==> config.mk <==
export PLATFORM = sky130hd
export DESIGN_NAME = vga_scanout
export DESIGN_NICKNAME = d
export VERILOG_FILES = /design/src/rtl/vga_scanout.sv
export SDC_FILE = /design/constraint.sdc
export NUM_CORES = 1
export LEC_CHECK = 0
export CAP_MARGIN = 20
export CORE_ASPECT_RATIO = 1.1
export CORE_UTILIZATION = 50
export CTS_CLUSTER_DIAMETER = 150
export DETAILED_ROUTE_END_ITERATION = 8
export GPL_TIMING_DRIVEN = 0
export PLACE_DENSITY = 0.79
export REMOVE_ABC_BUFFERS = 1
export SKIP_LAST_GASP = 1
export SLEW_MARGIN = 25
export SYNTH_ARGS = -nofsm -noshare
export SYNTH_HDL_FRONTEND = slang
export SYNTH_SLANG_ARGS = --single-unit
==> constraint.sdc <==
create_clock -name clk -period 4.4 [get_ports clk]
set_input_delay 0.88 -clock clk [delete_from_list [all_inputs] [get_ports clk]]
set_output_delay 0.88 -clock clk [all_outputs]
set_load 0.005 [all_outputs]
==> src/rtl/vga_scanout.sv <==
`timescale 1ns / 1ps
`default_nettype none
// ============================================================================
// Module   : vga_scanout
// Purpose  : VGA timing generator and raster-order VRAM port-B reader with a
//            fixed two-clock alignment of pixel data and sync to the pins.
// Revision : 1.0
// ============================================================================
module vga_scanout #(
    parameter int H_ACTIVE = 640,
    parameter int H_FP     = 16,
    parameter int H_SYNC   = 96,
    parameter int H_BP     = 48,
    parameter int V_ACTIVE = 480,
    parameter int V_FP     = 10,
    parameter int V_SYNC   = 2,
    parameter int V_BP     = 33,
    parameter int CLK_DIV  = 4,
    parameter bit SYNC_POL = 1'b0
) (
    input  logic        clk,
    input  logic        rst_n,
    input  logic        en,
    output logic [18:0] vram_addr,
    output logic        vram_we,
    output logic [11:0] vram_din,
    input  logic [11:0] vram_dout,
    output logic [3:0]  vga_r,
    output logic [3:0]  vga_g,
    output logic [3:0]  vga_b,
    output logic        vga_hs,
    output logic        vga_vs,
    output logic        vblank,
    output logic        frame_start
);
    localparam int H_TOTAL = H_ACTIVE + H_FP + H_SYNC + H_BP;
    localparam int V_TOTAL = V_ACTIVE + V_FP + V_SYNC + V_BP;
    localparam int HW      = $clog2(H_TOTAL);
    localparam int VW      = $clog2(V_TOTAL);
    localparam int DW      = $clog2(CLK_DIV);

    localparam logic [DW-1:0] C_DIV_LAST = DW'(CLK_DIV - 1);
    localparam logic [HW-1:0] C_H_LAST   = HW'(H_TOTAL - 1);
    localparam logic [HW-1:0] C_H_ACT    = HW'(H_ACTIVE);
    localparam logic [HW-1:0] C_HS_BEG   = HW'(H_ACTIVE + H_FP);
    localparam logic [HW-1:0] C_HS_END   = HW'(H_ACTIVE + H_FP + H_SYNC);
    localparam logic [VW-1:0] C_V_LAST   = VW'(V_TOTAL - 1);
    localparam logic [VW-1:0] C_V_ACT    = VW'(V_ACTIVE);
    localparam logic [VW-1:0] C_VS_BEG   = VW'(V_ACTIVE + V_FP);
    localparam logic [VW-1:0] C_VS_END   = VW'(V_ACTIVE + V_FP + V_SYNC);

    logic          run_q;
    logic [DW-1:0] div_q,  div_d;
    logic [HW-1:0] hcnt_q, hcnt_d;
    logic [VW-1:0] vcnt_q, vcnt_d;
    logic [18:0]   addr_q, addr_d;
    logic          first_q, first_d;

    logic          act1_q, hs1_q, vs1_q, vb1_q, fs1_q;
    logic [11:0]   rgb_q;
    logic          hs_q, vs_q, vblank_q, fs_q;

    logic          w_tick;
    logic          w_frame_wrap;
    logic          w_act0, w_hs0, w_vs0, w_vb0;

    assign w_tick       = run_q && (div_q == C_DIV_LAST);
    assign w_frame_wrap = w_tick && (hcnt_q == C_H_LAST) && (vcnt_q == C_V_LAST);

    // The first edge that sees en high only arms run_q, so pixel (0,0) gets a full CLK_DIV clocks.
    always_comb begin
        div_d   = div_q;
        hcnt_d  = hcnt_q;
        vcnt_d  = vcnt_q;
        addr_d  = addr_q;
        first_d = 1'b0;
        if (!en) begin
            div_d  = '0;
            hcnt_d = '0;
            vcnt_d = '0;
            addr_d = '0;
        end else if (run_q) begin
            div_d = w_tick ? '0 : div_q + DW'(1);
            if (w_tick) begin
                if (hcnt_q == C_H_LAST) begin
                    hcnt_d = '0;
                    vcnt_d = (vcnt_q == C_V_LAST) ? '0 : vcnt_q + VW'(1);
                end else begin
                    hcnt_d = hcnt_q + HW'(1);
                end
                first_d = w_frame_wrap;
                // Raster order means the next visible pixel is always the previous address plus one.
                if (w_frame_wrap) begin
                    addr_d = '0;
                end else if ((hcnt_d < C_H_ACT) && (vcnt_d < C_V_ACT)) begin
                    addr_d = addr_q + 19'd1;
                end
            end
        end
    end

    assign w_act0 = run_q && (hcnt_q < C_H_ACT) && (vcnt_q < C_V_ACT);
    assign w_hs0  = run_q && (hcnt_q >= C_HS_BEG) && (hcnt_q < C_HS_END);
    assign w_vs0  = run_q && (vcnt_q >= C_VS_BEG) && (vcnt_q < C_VS_END);
    assign w_vb0  = run_q && (vcnt_q >= C_V_ACT);

    always_ff @(posedge clk or negedge rst_n) begin
        if (!rst_n) begin
            run_q    <= 1'b0;
            div_q    <= '0;
            hcnt_q   <= '0;
            vcnt_q   <= '0;
            addr_q   <= '0;
            first_q  <= 1'b0;
            act1_q   <= 1'b0;
            hs1_q    <= 1'b0;
            vs1_q    <= 1'b0;
            vb1_q    <= 1'b0;
            fs1_q    <= 1'b0;
            rgb_q    <= '0;
            hs_q     <= ~SYNC_POL;
            vs_q     <= ~SYNC_POL;
            vblank_q <= 1'b0;
            fs_q     <= 1'b0;
        end else begin
            run_q    <= en;
            div_q    <= div_d;
            hcnt_q   <= hcnt_d;
            vcnt_q   <= vcnt_d;
            addr_q   <= addr_d;
            first_q  <= first_d;
            // Stage 1 lines up with the VRAM read latency; stage 2 drives the pins.
            act1_q   <= w_act0;
            hs1_q    <= w_hs0;
            vs1_q    <= w_vs0;
            vb1_q    <= w_vb0;
            fs1_q    <= first_q;
            rgb_q    <= act1_q ? vram_dout : 12'h000;
            hs_q     <= hs1_q ? SYNC_POL : ~SYNC_POL;
            vs_q     <= vs1_q ? SYNC_POL : ~SYNC_POL;
            vblank_q <= vb1_q;
            fs_q     <= fs1_q;
        end
    end

    assign vram_addr   = addr_q;
    assign vram_we     = 1'b0;
    assign vram_din    = 12'h000;
    assign vga_r       = rgb_q[11:8];
    assign vga_g       = rgb_q[7:4];
    assign vga_b       = rgb_q[3:0];
    assign vga_hs      = hs_q;
    assign vga_vs      = vs_q;
    assign vblank      = vblank_q;
    assign frame_start = fs_q;

endmodule
`default_nettype wire

### After elaboration in Yosys (flattened, before gate mapping)

Cells that the tools add are included.

* register bits: 64
* bits in latches: 0
* memory bits (writable): 0
* memory bits (read-only): 0
* bits of input ports: 15
* output and inout port bits: 48
* memories kept: 0

* $add $sub $neg: 4
* multiply operators: 0
* div/mod/pow operators: 0
* magnitude comparators: 9
* eq/ne operators: 6
* shift operators: 0
* mux-type cells: 29
* bitwise operators: 0
* reductions and logical operators: 13

Operators by type and width (number)
* $mux 10: 15
* $mux 19: 5
* $lt 10x10->1 const B: 3
* $lt 10x9->1 const B: 3
* $add 10x1->10 const B: 2
* $eq 10x10->1 const B: 2
* $ge 10x9->1 const B: 2
* $add 19x1->19 const B: 1
* $mux 12: 1
* $logic_and 1x1->1: 11
* $ge 10x10->1 const B: 1
* $mux 2: 3
* $mux 1: 5
* $ne 2x1->1 const B: 2
* $ne 3x1->1 const B: 1
* $reduce_and 3->1: 1
* $add 2x1->2 const B: 1
* $eq 2x2->1 const B: 1
* $reduce_and 2->1: 1

### Longest topological paths before layout

Gate-level depths: netlist of the first run.

* word-level depth: 13
* mapped depth: 11

### Least setup slack after synthesis of the first run

Ideal clock, no wire load.

* path kind: register to register
* start point: register hcnt_q[0]
* end point: register addr_q[17] (netlist: vram_addr[17])
* library setup time: 0.078 ns
* data arrival time: 2.680 ns
* data required time: 4.322 ns
* setup slack: 1.642 ns
* cell stages (with the launch flop): 11
* buffers on the path: 2
* clock period less this slack: 2.758 ns
* cells stage by stage: dfrtp_1 > ha_1 > and3_1 > and4_1 > buf_2 > a21oi_1 > or3_1 > a211o_1 > buf_2 > or4_1 > a21oi_1

* word-level cells in the longest chain between the ends: 9

RTL lines
* start: declaration: line 54 `logic [HW-1:0] hcnt_q, hcnt_d;`
* start signal: assignment: line 128 `hcnt_q <= hcnt_d;`
* $add 10x1->10 or $eq 10x10->1 (tied branches): line 89, 68, 85
* $mux 10: line 85 `if (hcnt_q == C_H_LAST) begin`
* $mux 10: line 84 `if (w_tick) begin`
* $mux 10: line 82 `end else if (run_q) begin`
* $mux 10: line 77 `if (!en) begin`
* $lt 10x10->1 or $lt 10x9->1 (tied branches): line 95 `end else if ((hcnt_d < C_H_ACT) && (vcnt_d < C_V_ACT)) begin`
* $logic_and 1x1->1: line 95
* $ne 3x1->1 (no line)
* $reduce_and 3->1 (no line)
* end signal: assignment: line 130 `addr_q <= addr_d;`
* end: declaration: line 56 `logic [18:0] addr_q, addr_d;`

Several ways; a longest one is shown, not always the timed one. The select of a mux whose other input is x is not followed.
A chain may end at the register's enable or synchronous reset.

### Worst setup path after layout of the first run

* start point: input en
* end point: register addr_q[13] (netlist: vram_addr[13])

* word-level cells in the longest chain between the ends: 2

RTL lines
* start: declaration: line 23 `input logic en,`
* $ne 3x1->1 (no line) or $ne 2x1->1 (tied branches)
* $reduce_and 3->1 (no line)

Several ways; a longest one is shown, not always the timed one.

==> impl_results.md, run 1 <==
* Largest net degree at the start of global routing at 51
* H-Tree Depth at 3
* Gate Count Post-Synth at approximately 350
* Hold buffer count at CTS at 0
* Fill cells at between 500 and 600
* Initial Utilization at a little over half
* Worst EP required at around 4.7 ns
* Switching Share at about a quarter
* Worst setup SP type: primary input
* Clk pwr share at 43.1%
* Pwr per Cell Area at 298 nW/um2
* CTS tree: yes
* Max VDD drop at around 0.16 mV
* RSZ-0062 raised after global routing: no
* Max Freq at 0.294 GHz
* # nets final at approximately 420
* Cell family with most CP delay: simple AND/OR/NAND/NOR gates
* NetSw at 0.287 mW
* Post-CTS Setup Bufs at 0
* Cell Rows at 30
* CORE AREA at about 6300 um2
* DR WL/cell at 14.7 um
* Max-slew violations at 0
* CP bufs+invs at 1
* Total wire length at roughly 7000 um
* Synth unique cells at 42
* CP Data Arrival Time at approximately 3.7 ns
* First-pass GRT wire length at between 10000 and 15000 um
* CP cell instances: clkdlybuf4s50_1, nand2_1, o31ai_1, a211o_1, or4_1, a21oi_1
* Area grow syn2layout at 20.8%
* Post-synthesis register bit count at 64
* Residual DRC at 0
* Worst r2r dst: vram_addr[13]$_DFFE_PN0P_
* RD Place Congestion at around 0.91
* CTS Buf Count at 9
* Worst skew pair latency at roughly 0.34 ns
* Final ANT Viol Nets at 0
* DR vias/cell at 5.84
* Clock sinks at between 60 and 70
* Commonest register cell after synthesis: dfrtp_1
* Clock-pin slew on the worst setup and hold paths at 0.07 ns
* Crit. End Element: register
* Vias in the first global route at between 2000 and 3000
* PostCTS Resize Cnt at 0
* WP depth at 6
* Avg Cell Area, Syn at between 9 and 10 um2
* Commonest cells after routing, fill and taps aside: dfrtp_1, clkdlybuf4s50_1, nand2_1
* Setup TNS at 0 ns
* Worst R2R Setup Slack at 1.09 ns
* Crit path max fanout at 36
* Final Skew at 0.0152 ns
* Part of the power in registers at slightly above 50%
* I/O pin count at 63
* Leak at approximately 1.6 nW
* Hpwl dp at 4790 um
* Share of layout cells above drive strength 1 at 5.51%
* Minimum clock period at roughly 3.4 ns
* CP startpoint: en
* Critical Path Sink: vram_addr[13]$_DFFE_PN0P_
* Sequential area share after synthesis at around half
* Syn Std Cell Area at 3330 um2
* FF+latch area at about 1600 um2
* Gr ovfl total at 0
* Synth Warn # at 0
* DIE AREA at 6990 um2
* Outcome: finished clean
* Maxcap violations at 0
* Total GRT Usage at between 20% and 30%
* Multi-input logic area at between 1500 and 2000 um2
* Die span in y at about 90 um
* Slowest CP cell: clkdlybuf4s50_1
* CP max stage delay at roughly 0.78 ns
* Iter 0 DRT Violations at 236
* Port Buf Inserts at about 50
* Worst slew pin tran at approximately 0.96 ns
* R2R cell count at 8
* Final hold vios at 0
* Launching point of the worst reg2reg path: hcnt_q[0]$_DFFE_PN0P_
* N_diodes at 0
* Overall Power at around 1.2 mW
* Number of antenna violations at the first check in global routing at 0
* Commonest non-fill, non-tap cell in the layout: dfrtp_1
* Detailed Routing Iterations Pass 1 at 4
* Hold WC Path Type: register to register
* EDFF count, synth at 0
* Tcrit/Tclk final at about 77%
* Vias at between 2000 and 3000
* Worst setup path class: primary input to register
* Int Pwr at just over 0.9 mW
* Rel. slew slack at between 30 and 40%
* Final setup vio count at 0
* Clk buf depth at 2
* CTS root buf: clkbuf_8
* Ys async rst share at 100%
* Die X at approximately 80 um
* Comb pwr share at under 10%
## worst min path at each step
| stage | slack (ns) | end | cells after the start | start |
|---|---|---|---|---|
| after floorplan | 0.33 | frame_start$_DFF_PN0_ | 0 | fs1_q$_DFF_PN0_ |
| after global placement | 0.33 | frame_start$_DFF_PN0_ | 0 | fs1_q$_DFF_PN0_ |
| after detailed placement | 0.34 | vblank$_DFF_PN0_ | 0 | vb1_q$_DFF_PN0_ |
| after CTS | 0.35 | vblank$_DFF_PN0_ | 0 | vb1_q$_DFF_PN0_ |
| after global routing | 0.36 | vblank$_DFF_PN0_ | 0 | vb1_q$_DFF_PN0_ |
| final | 0.35 | vga_vs$_DFF_PN1_ | 1 | vs1_q$_DFF_PN0_ |
## synth_stat cells, types with 7 or more instances
cell type   n  share of area [%]
o21ai_0    21                3.2
nor2_1     20                2.3
and2_1     16                3.0
inv_1       9                1.0
a21boi_0    9                2.0
ha_1        7                2.6
nand2_1    27                3.0
nand4_1    14                2.6
clkbuf_1   15                1.7
or3_1       7                1.3
or4_1      15                3.4
and3_1      8                1.5
a21oi_1    23                3.5
buf_4      13                2.9
nand3_1    16                2.4
o31ai_1    13                2.9
dfrtp_1    62                 47
## through the flow
step / hold slack (ns) / cells / area (um2) / worst slack (ns) / utilization [%]
floorplan: 0.331 / 333 / 3200 / 1.53 / -
global placement: 0.332 / 462 / 3790 / 0.403 / 60.1
detailed placement: 0.336 / 463 / 3820 / 0.670 / 60.6
CTS: 0.351 / 479 / 4030 / 1.03 / 63.8
global route: 0.358 / 479 / 4030 / 0.798 / 63.8
finish: 0.350 / 479 / 4030 / 1.00 / 63.8
## kinds of logic after synthesis
| logic type | share of synthesized area [%] |
|---|---|
| mux | 0.601 |
| simple gates | 25.5 |
| other cells | 0.113 |
| fa+ha+maj | 2.63 |
| buf+inv | 6.27 |
| flops | 48.1 |
| xor+xnor | 2.37 |
| compound gates | 14.4 |
## routing by layer
layer / up-vias / track usage (%) / share of wire (%)
met5: - / 0 / 0
met4: 0 / 7.79 / 0.40
met3: 5 / 4.48 / 5.0
met2: 89 / 34.7 / 50
met1: 1364 / 28.3 / 44
li1: 1340 / - / -
## power groups by stage
| stage | clock network (mW) | logic, mW | registers [mW] |
|---|---|---|---|
| finish | 0.517 | 0.0766 | 0.607 |
| global route | 0.557 | 0.0859 | 0.609 |
| CTS | 0.530 | 0.0777 | 0.608 |
| detailed placement | 0 | 0.0774 | 0.619 |
| global placement | 0 | 0.0720 | 0.618 |
| floorplan | 0 | 0.0247 | 0.618 |
## registers in the layout, summed over array words and instances, names as in the netlist
register / cells
div_q: 2
first_q: 1
hcnt_q: 10
vblank: 1
frame_start: 1
rgb_q: 12
fs1_q: 1
vcnt_q: 10
run_q: 1
hs1_q: 1
vs1_q: 1
vga_hs: 1
vga_vs: 1
act1_q: 1
vb1_q: 1
vram_addr: 19
## cell type report
class	count	share of cell area (%)
clock buffers	10	3.42
inverters	9	0.839
flip-flops and latches	64	39.8
clock inverters	6	1.68
multi-input cells	260	38.9
repair buffers	50	12.8
well taps	80	2.49
Note: power is estimated with default switching activity, not from simulation.
==> run 2, diff against run 1 <==
clock period = 3.2 ns   (was 4.4 ns; I/O delays follow)
==> run 2 against run 1 <==
  * Die area is the same
  * Flip-flop and latch count is the same
  * Non-clock buffer count unchanged
  * Count of clock-buffer cells in the layout did not move
  * Highest routed layer unchanged
==> impl_results.md, run 2 (same netlist as run 1, synthesis figures left out) <==
* Share of layout cells above drive strength 1 at 6.02% (+0.50 points)
* CORE AREA at 6310 um2 (unchanged)
* CTS Buf Count at 9 (unchanged)
* H-Tree Depth at 3 (unchanged)
* Detailed Routing Iterations Pass 1 at 4 (unchanged)
* Largest net degree at the start of global routing at 51 (unchanged)
* Hold WC Path Type: primary input to asynchronous set/reset pin
* CP max stage delay at 0.55 ns (-0.23 ns)
* Final hold vios at 0 (unchanged)
* Worst EP required at 3.46 ns (-1.20 ns)
* Gr ovfl total at 0 (unchanged)
* Max VDD drop at 0.216 mV (+37%)
* Max-slew violations at 0 (unchanged)
* Overall Power at 1.65 mW (+38%)
* Worst setup path class: register to register
* DIE AREA at 6990 um2 (unchanged)
* Max Freq at roughly 0.33 GHz
* Minimum clock period at 3.03 ns
* Fill cells at 516 (+0.19%)
* DR WL/cell at 14.7 um (+0.40%)
* Worst skew pair latency at 0.35 ns (about the same)
* Worst R2R Setup Slack at 0.17 ns (-0.92 ns)
* FF+latch area at 1600 um2 (unchanged)
* Total wire length at 7050 um (+0.40%)
* DR vias/cell at 5.87 (+0.46%)
* Multi-input logic area at 1580 um2 (+0.64%)
* CTS tree: yes
* Total GRT Usage at 21.3% (+0.022 points)
* Hold buffer count at CTS at 0 (unchanged)
* CTS root buf: clkbuf_8
* CP bufs+invs at 0 (-1)
* Vias at 2811 (+0.46%)
* Port Buf Inserts at 49 (unchanged)
* Final instance area at 4040 um2 (+0.25%)
* # nets final at 416 (unchanged)
* Cell family with most CP delay: simple AND/OR/NAND/NOR gates
* Crit. End Element: register
* Post-CTS Setup Bufs at 0 (unchanged)
* Largest register FFs at 19 (unchanged)
* Final setup vio count at 0 (unchanged)
* I/O pin count at 63 (unchanged)
* Residual DRC at 0 (unchanged)
* Utilization after layout at 64.0% (+0.16 points)
* Crit path max fanout at 36 (unchanged)
* Tcrit/Tclk final at 94.8%
* CP Data Arrival Time at 3.29 ns (-0.37 ns)
* Number of antenna violations at the first check in global routing at 0 (unchanged)
* Pwr per Cell Area at 409 nW/um2 (+37%)
* Initial Utilization at 52.8% (unchanged)
* Slowest CP cell: or4_1
* First-pass GRT wire length at 11600 um (+0.12%)
* Leak at 1.58 nW (about the same)
* Iter 0 DRT Violations at 203 (-14%)
* Clock-pin slew on the worst setup and hold paths at 0.08 ns (about the same)
* Die X at 79.8 um (unchanged)
* Die span in y at 87.6 um (unchanged)
* Maxcap violations at 0 (unchanged)
* Commonest cells after routing, fill and taps aside: dfrtp_1, clkdlybuf4s50_1, nand2_1
* Worst setup SP type: register
* Vias in the first global route at 2549 (+0.12%)
* Most frequent CP cell: a21oi_1
* RD Place Congestion at 0.910 (unchanged)
* Final Skew at 0.0138 ns (-0.00139 ns)
* Hpwl dp at 4790 um (unchanged)
* Rel. slew slack at 47.0% (+11 points)
* Clock sinks at 64 (unchanged)
* N_diodes at 0 (unchanged)
* CP cell instances: ha_1, and3_1, and4_2, a21oi_1, or3_1, a211o_4, or4_1, a21oi_1
* RSZ-0062 raised after global routing: no
* Commonest non-fill, non-tap cell in the layout: dfrtp_1
* Post-DP Area at 3820 um2 (unchanged)
* Worst slew pin tran at 0.795 ns (-0.168 ns)
* Final ANT Viol Nets at 0 (unchanged)
* Cell Rows at 30 (unchanged)
* Area grow syn2layout at 21.1%
* Outcome: finished clean
* Clk buf depth at 2 (unchanged)
## run 2: timing repair
item                                    4_1_cts  5_1_grt
gates resized for setup                       1        2
hold endpoints to repair                      0        0
endpoints found under the setup margin       12       12
## run 2: routing by layer
layer  global-route usage (%)  up-vias  part of all wire [%]
met2                     34.7       78                    50
met1                     28.3     1386                    45
met3                     4.48        6                   4.7
met4                     7.79        0                  0.62
met5                        0        -                     0
li1                         -     1341                     -
## run 2: metrics by stage
stage,TNS [ns],std cells,hold slack [ns],setup WS (ns)
6_report,0,479,0.146,0.167
5_1_grt,0,479,0.151,0.00499
4_1_cts,0,479,0.141,0.0798
3_5_place_dp,-4.19,463,0.336,-0.290
3_3_place_gp,-37.51,462,0.332,-0.557
2_1_floorplan,0,333,0.331,0.327
## run 2: report_power, final
part / internal (mW) / switching (mW)
logic: 0.0517 / 0.0545
registers: 0.823 / 0.0122
clock network: 0.383 / 0.327
## run 2: worst paths after layout
path,depth (start not counted),to,startpoint
min in group clk,1,vga_vs$_DFF_PN1_,vs1_q$_DFF_PN0_
max in group asynchronous,2,vga_vs$_DFF_PN1_,rst_n
max reg2reg,8,vram_addr[12]$_DFFE_PN0P_,hcnt_q[0]$_DFFE_PN0P_
max,8,vram_addr[12]$_DFFE_PN0P_,hcnt_q[0]$_DFFE_PN0P_
min reg2reg,1,vga_vs$_DFF_PN1_,vs1_q$_DFF_PN0_
min,1,vram_addr[16]$_DFFE_PN0P_,rst_n
## run 2: area by class of cell
class / instances / share of cell area [%]
clock buffer: 10 / 3.41
multi-input combinational: 260 / 39.1
tap: 80 / 2.48
inverter: 9 / 0.837
clock inverter: 6 / 1.67
sequential: 64 / 39.7
timing repair buffer: 50 / 12.8
==> run 3, diff against run 2 <==
--- a/config.mk
+++ b/config.mk
@@ -8,9 +8,9 @@
 export CAP_MARGIN = 20
 export CORE_ASPECT_RATIO = 1.1
-export CORE_UTILIZATION = 50
+export CORE_UTILIZATION = 52
 export CTS_CLUSTER_DIAMETER = 150
 export DETAILED_ROUTE_END_ITERATION = 8
 export GPL_TIMING_DRIVEN = 0
-export PLACE_DENSITY = 0.79
+export PLACE_DENSITY = 0.82
 export REMOVE_ABC_BUFFERS = 1
 export SKIP_LAST_GASP = 1
==> constraint.sdc (replaced) <==
create_clock -name clk -period 3.3 [get_ports clk]
set_input_delay 0.495 -clock clk [delete_from_list [all_inputs] [get_ports clk]]
set_output_delay 0.495 -clock clk [all_outputs]
set_load 0.005 [all_outputs]
==> run 3 against run 2 <==
  * Critical path type unchanged
  * Wire length decreased by 2.5%
  * Clock power is 3.9% higher
  * Count of clock-buffer cells in the layout did not move
  * Sequential share of layout area down 0.074 points
==> impl_results.md, run 3 (same netlist as run 1, synthesis figures left out) <==
* Commonest non-fill, non-tap cell in the layout: dfrtp_1
* N_diodes at 0 (unchanged)
* First-pass GRT wire length at 11700 um (+0.29%)
* Clk pwr share at 44.8% (+1.8 points)
* Cell family with most CP delay: simple AND/OR/NAND/NOR gates
* H-Tree Depth at 3 (unchanged)
* CP cell instances: ha_1, and3_1, and4_1, a21oi_1, or3_1, a211o_4, or4_1, a21oi_1
* Port Buf Inserts at 49 (unchanged)
* DIE AREA at 6730 um2 (-3.8%)
* Final Worst Setup Slack at 0.239 ns (+0.0719 ns)
* Vias at 2783 (-1.0%)
* DR WL/cell at 14.3 um (-2.5%)
* Number of antenna violations at the first check in global routing at 0 (unchanged)
* Part of the power in registers at 49.2% (-1.4 points)
* Switching Share at 22.5% (-1.3 points)
* DR vias/cell at 5.81 (-1.0%)
* Min Hold Slack at 0.0857 ns (-0.0599 ns)
* Maxcap violations at 0 (unchanged)
* Cell Rows at 30 (unchanged)
* Worst slew pin tran at 0.788 ns (-0.00717 ns)
* CP max stage delay at 0.55 ns (about the same)
* NetSw at 0.371 mW (-5.9%)
* Initial Utilization at 53.8% (+0.96 points)
* CP bufs+invs at 0 (unchanged)
* Launching point of the worst reg2reg path: hcnt_q[0]$_DFFE_PN0P_
* Worst EP required at 3.57 ns (+0.11 ns)
* Final hold vios at 0 (unchanged)
* Dpl ws at -0.0624 ns (+0.227 ns)
* Crit path max fanout at 36 (unchanged)
* Fill cells at 508 (-1.6%)
* Final ANT Viol Nets at 0 (unchanged)
* Total GRT Usage at 22.3% (+0.99 points)
* Crit. End Element: register
* I/O pin count at 63 (unchanged)
* Final setup vio count at 0 (unchanged)
* Detailed Routing Iterations Pass 1 at 4 (unchanged)
* Setup TNS at 0 ns (unchanged)
* Final Skew at 0.00951 ns (-0.00428 ns)
* Total wire length at 6870 um (-2.5%)
* Final instance area at 4040 um2 (+0.19%)
* CTS tree: yes
* CP Data Arrival Time at 3.33 ns (+0.04 ns)
* Worst setup SP type: register
* RD Place Congestion at 0.906 (-0.40%)
* Iter 0 DRT Violations at 131 (-35%)
* Max VDD drop at 0.297 mV (+37%)
* Largest register FFs at 19 (unchanged)
* Worst r2r dst: vram_addr[14]$_DFFE_PN0P_
* Clock sinks at 64 (unchanged)
* Comb pwr share at 6.1% (-0.3 points)
* Commonest cells after routing, fill and taps aside: dfrtp_1, clkdlybuf4s50_1, nand2_1
* CTS Buf Count at 9 (unchanged)
* Minimum clock period at 3.06 ns (+0.0281 ns)
* Worst R2R Setup Slack at 0.24 ns (+0.07 ns)
* Pwr per Cell Area at 407 nW/um2 (-0.49%)
* Max Freq at 0.327 GHz (-0.92%)
* Residual DRC at 0 (unchanged)
* Rel. slew slack at 47.5% (+0.48 points)
* Vias in the first global route at 2479 (-2.7%)
* Hold WC Path Type: primary input to asynchronous set/reset pin
* Worst skew pair latency at 0.34 ns (about the same)
* Outcome: finished clean
* Leak at 1.59 nW (+0.28%)
* Most frequent CP cell: a21oi_1
* Share of layout cells above drive strength 1 at 5.51% (-0.50 points)
* Largest net degree at the start of global routing at 37 (-27%)
* Gr ovfl total at 0 (unchanged)
* Tcrit/Tclk final at 92.7% (-2.0 points)
* RSZ-0062 raised after global routing: no
* Die X at 78.3 um (-1.9%)
* Area grow syn2layout at 21.4%
* CTS root buf: clkbuf_8
* Worst setup path class: register to register
* Post-DP Area at 3810 um2 (-0.20%)
* Max-slew violations at 0 (unchanged)
* Int Pwr at 1.28 mW (+1.4%)
* Clk buf depth at 2 (unchanged)
* CORE AREA at 6190 um2 (-1.8%)
* Clock-pin slew on the worst setup and hold paths at 0.08 ns (about the same)
* # nets final at 416 (unchanged)
* Die span in y at 86.0 um (-1.9%)
* R2R cell count at 8 (unchanged)
* Slowest CP cell: or4_1
* Hpwl dp at 4800 um (+0.27%)
[run 3: what timing repair did]
item                                    in CTS  in global routing
setup buffers                                0                  0
endpoints found under the setup margin       0                 17
hold buffers                                 0                  0
resized for setup                            0                  2
[run 3: cell type report]
| cell class | count | area (um2) | share of cell area [%] |
|---|---|---|---|
| clock buffer | 10 | 128 | 3.16 |
| inverter | 9 | 33.8 | 0.835 |
| sequential | 64 | 1600 | 39.7 |
| timing repair buffer | 50 | 508 | 12.6 |
| clock inverter | 6 | 93.8 | 2.32 |
| tap | 80 | 100 | 2.48 |
| multi-input combinational | 260 | 1580 | 39.0 |
[run 3: worst reg2reg max path: cells and delay by family (launching register included)]
family | cells | cell delay [ns]
AND/OR/NAND/NOR | 4 | 1.58
flip-flops | 1 | 0.44
AO/OA/AOI/OAI | 3 | 0.73
adder cells (fa/ha/maj) | 1 | 0.25
[run 3: metrics by stage]
step	utilization, %	total power [mW]	cells
floorplan	-	0.857	333
global placement	61.2	0.920	462
detailed placement	61.6	0.925	463
CTS	65.2	1.66	479
global route	65.3	1.72	479
finish	65.3	1.65	479
[run 3: power groups by stage]
stage | logic, mW | registers [mW] | clock network (mW)
floorplan | 0.0329 | 0.824 | 0
global placement | 0.0957 | 0.824 | 0
detailed placement | 0.101 | 0.825 | 0
CTS | 0.101 | 0.809 | 0.754
global route | 0.111 | 0.811 | 0.798
finish | 0.0997 | 0.810 | 0.738
[run 3: per-layer routing]
metal | GRT usage (%) | share of wire (%) | routed length, um | vias up
li1 | - | - | - | 1347
met5 | 0 | 0 | 0 | -
met1 | 29.0 | 45 | 3100 | 1359
met2 | 36.6 | 50 | 3420 | 68
met4 | 8.59 | 1.4 | 98 | 0
met3 | 4.79 | 3.7 | 257 | 9
[run 3: how the worst max path moves through the flow]
| stage | cells past startpoint | startpoint | slack [ns] | to |
|---|---|---|---|---|
| final | 8 | hcnt_q[0]$_DFFE_PN0P_ | 0.24 | vram_addr[14]$_DFFE_PN0P_ |
| after global routing | 8 | hcnt_q[0]$_DFFE_PN0P_ | 0.05 | vram_addr[9]$_DFFE_PN0P_ |
| after CTS | 8 | hcnt_q[0]$_DFFE_PN0P_ | 0.008 | vram_addr[10]$_DFFE_PN0P_ |
| after detailed placement | 6 | en | -0.06 | vram_addr[10]$_DFFE_PN0P_ |
| after global placement | 1 | rst_n | -0.28 | first_q$_DFF_PN0_ |
| after floorplan | 8 | hcnt_q[0]$_DFFE_PN0P_ | 0.43 | vram_addr[11]$_DFFE_PN0P_ |
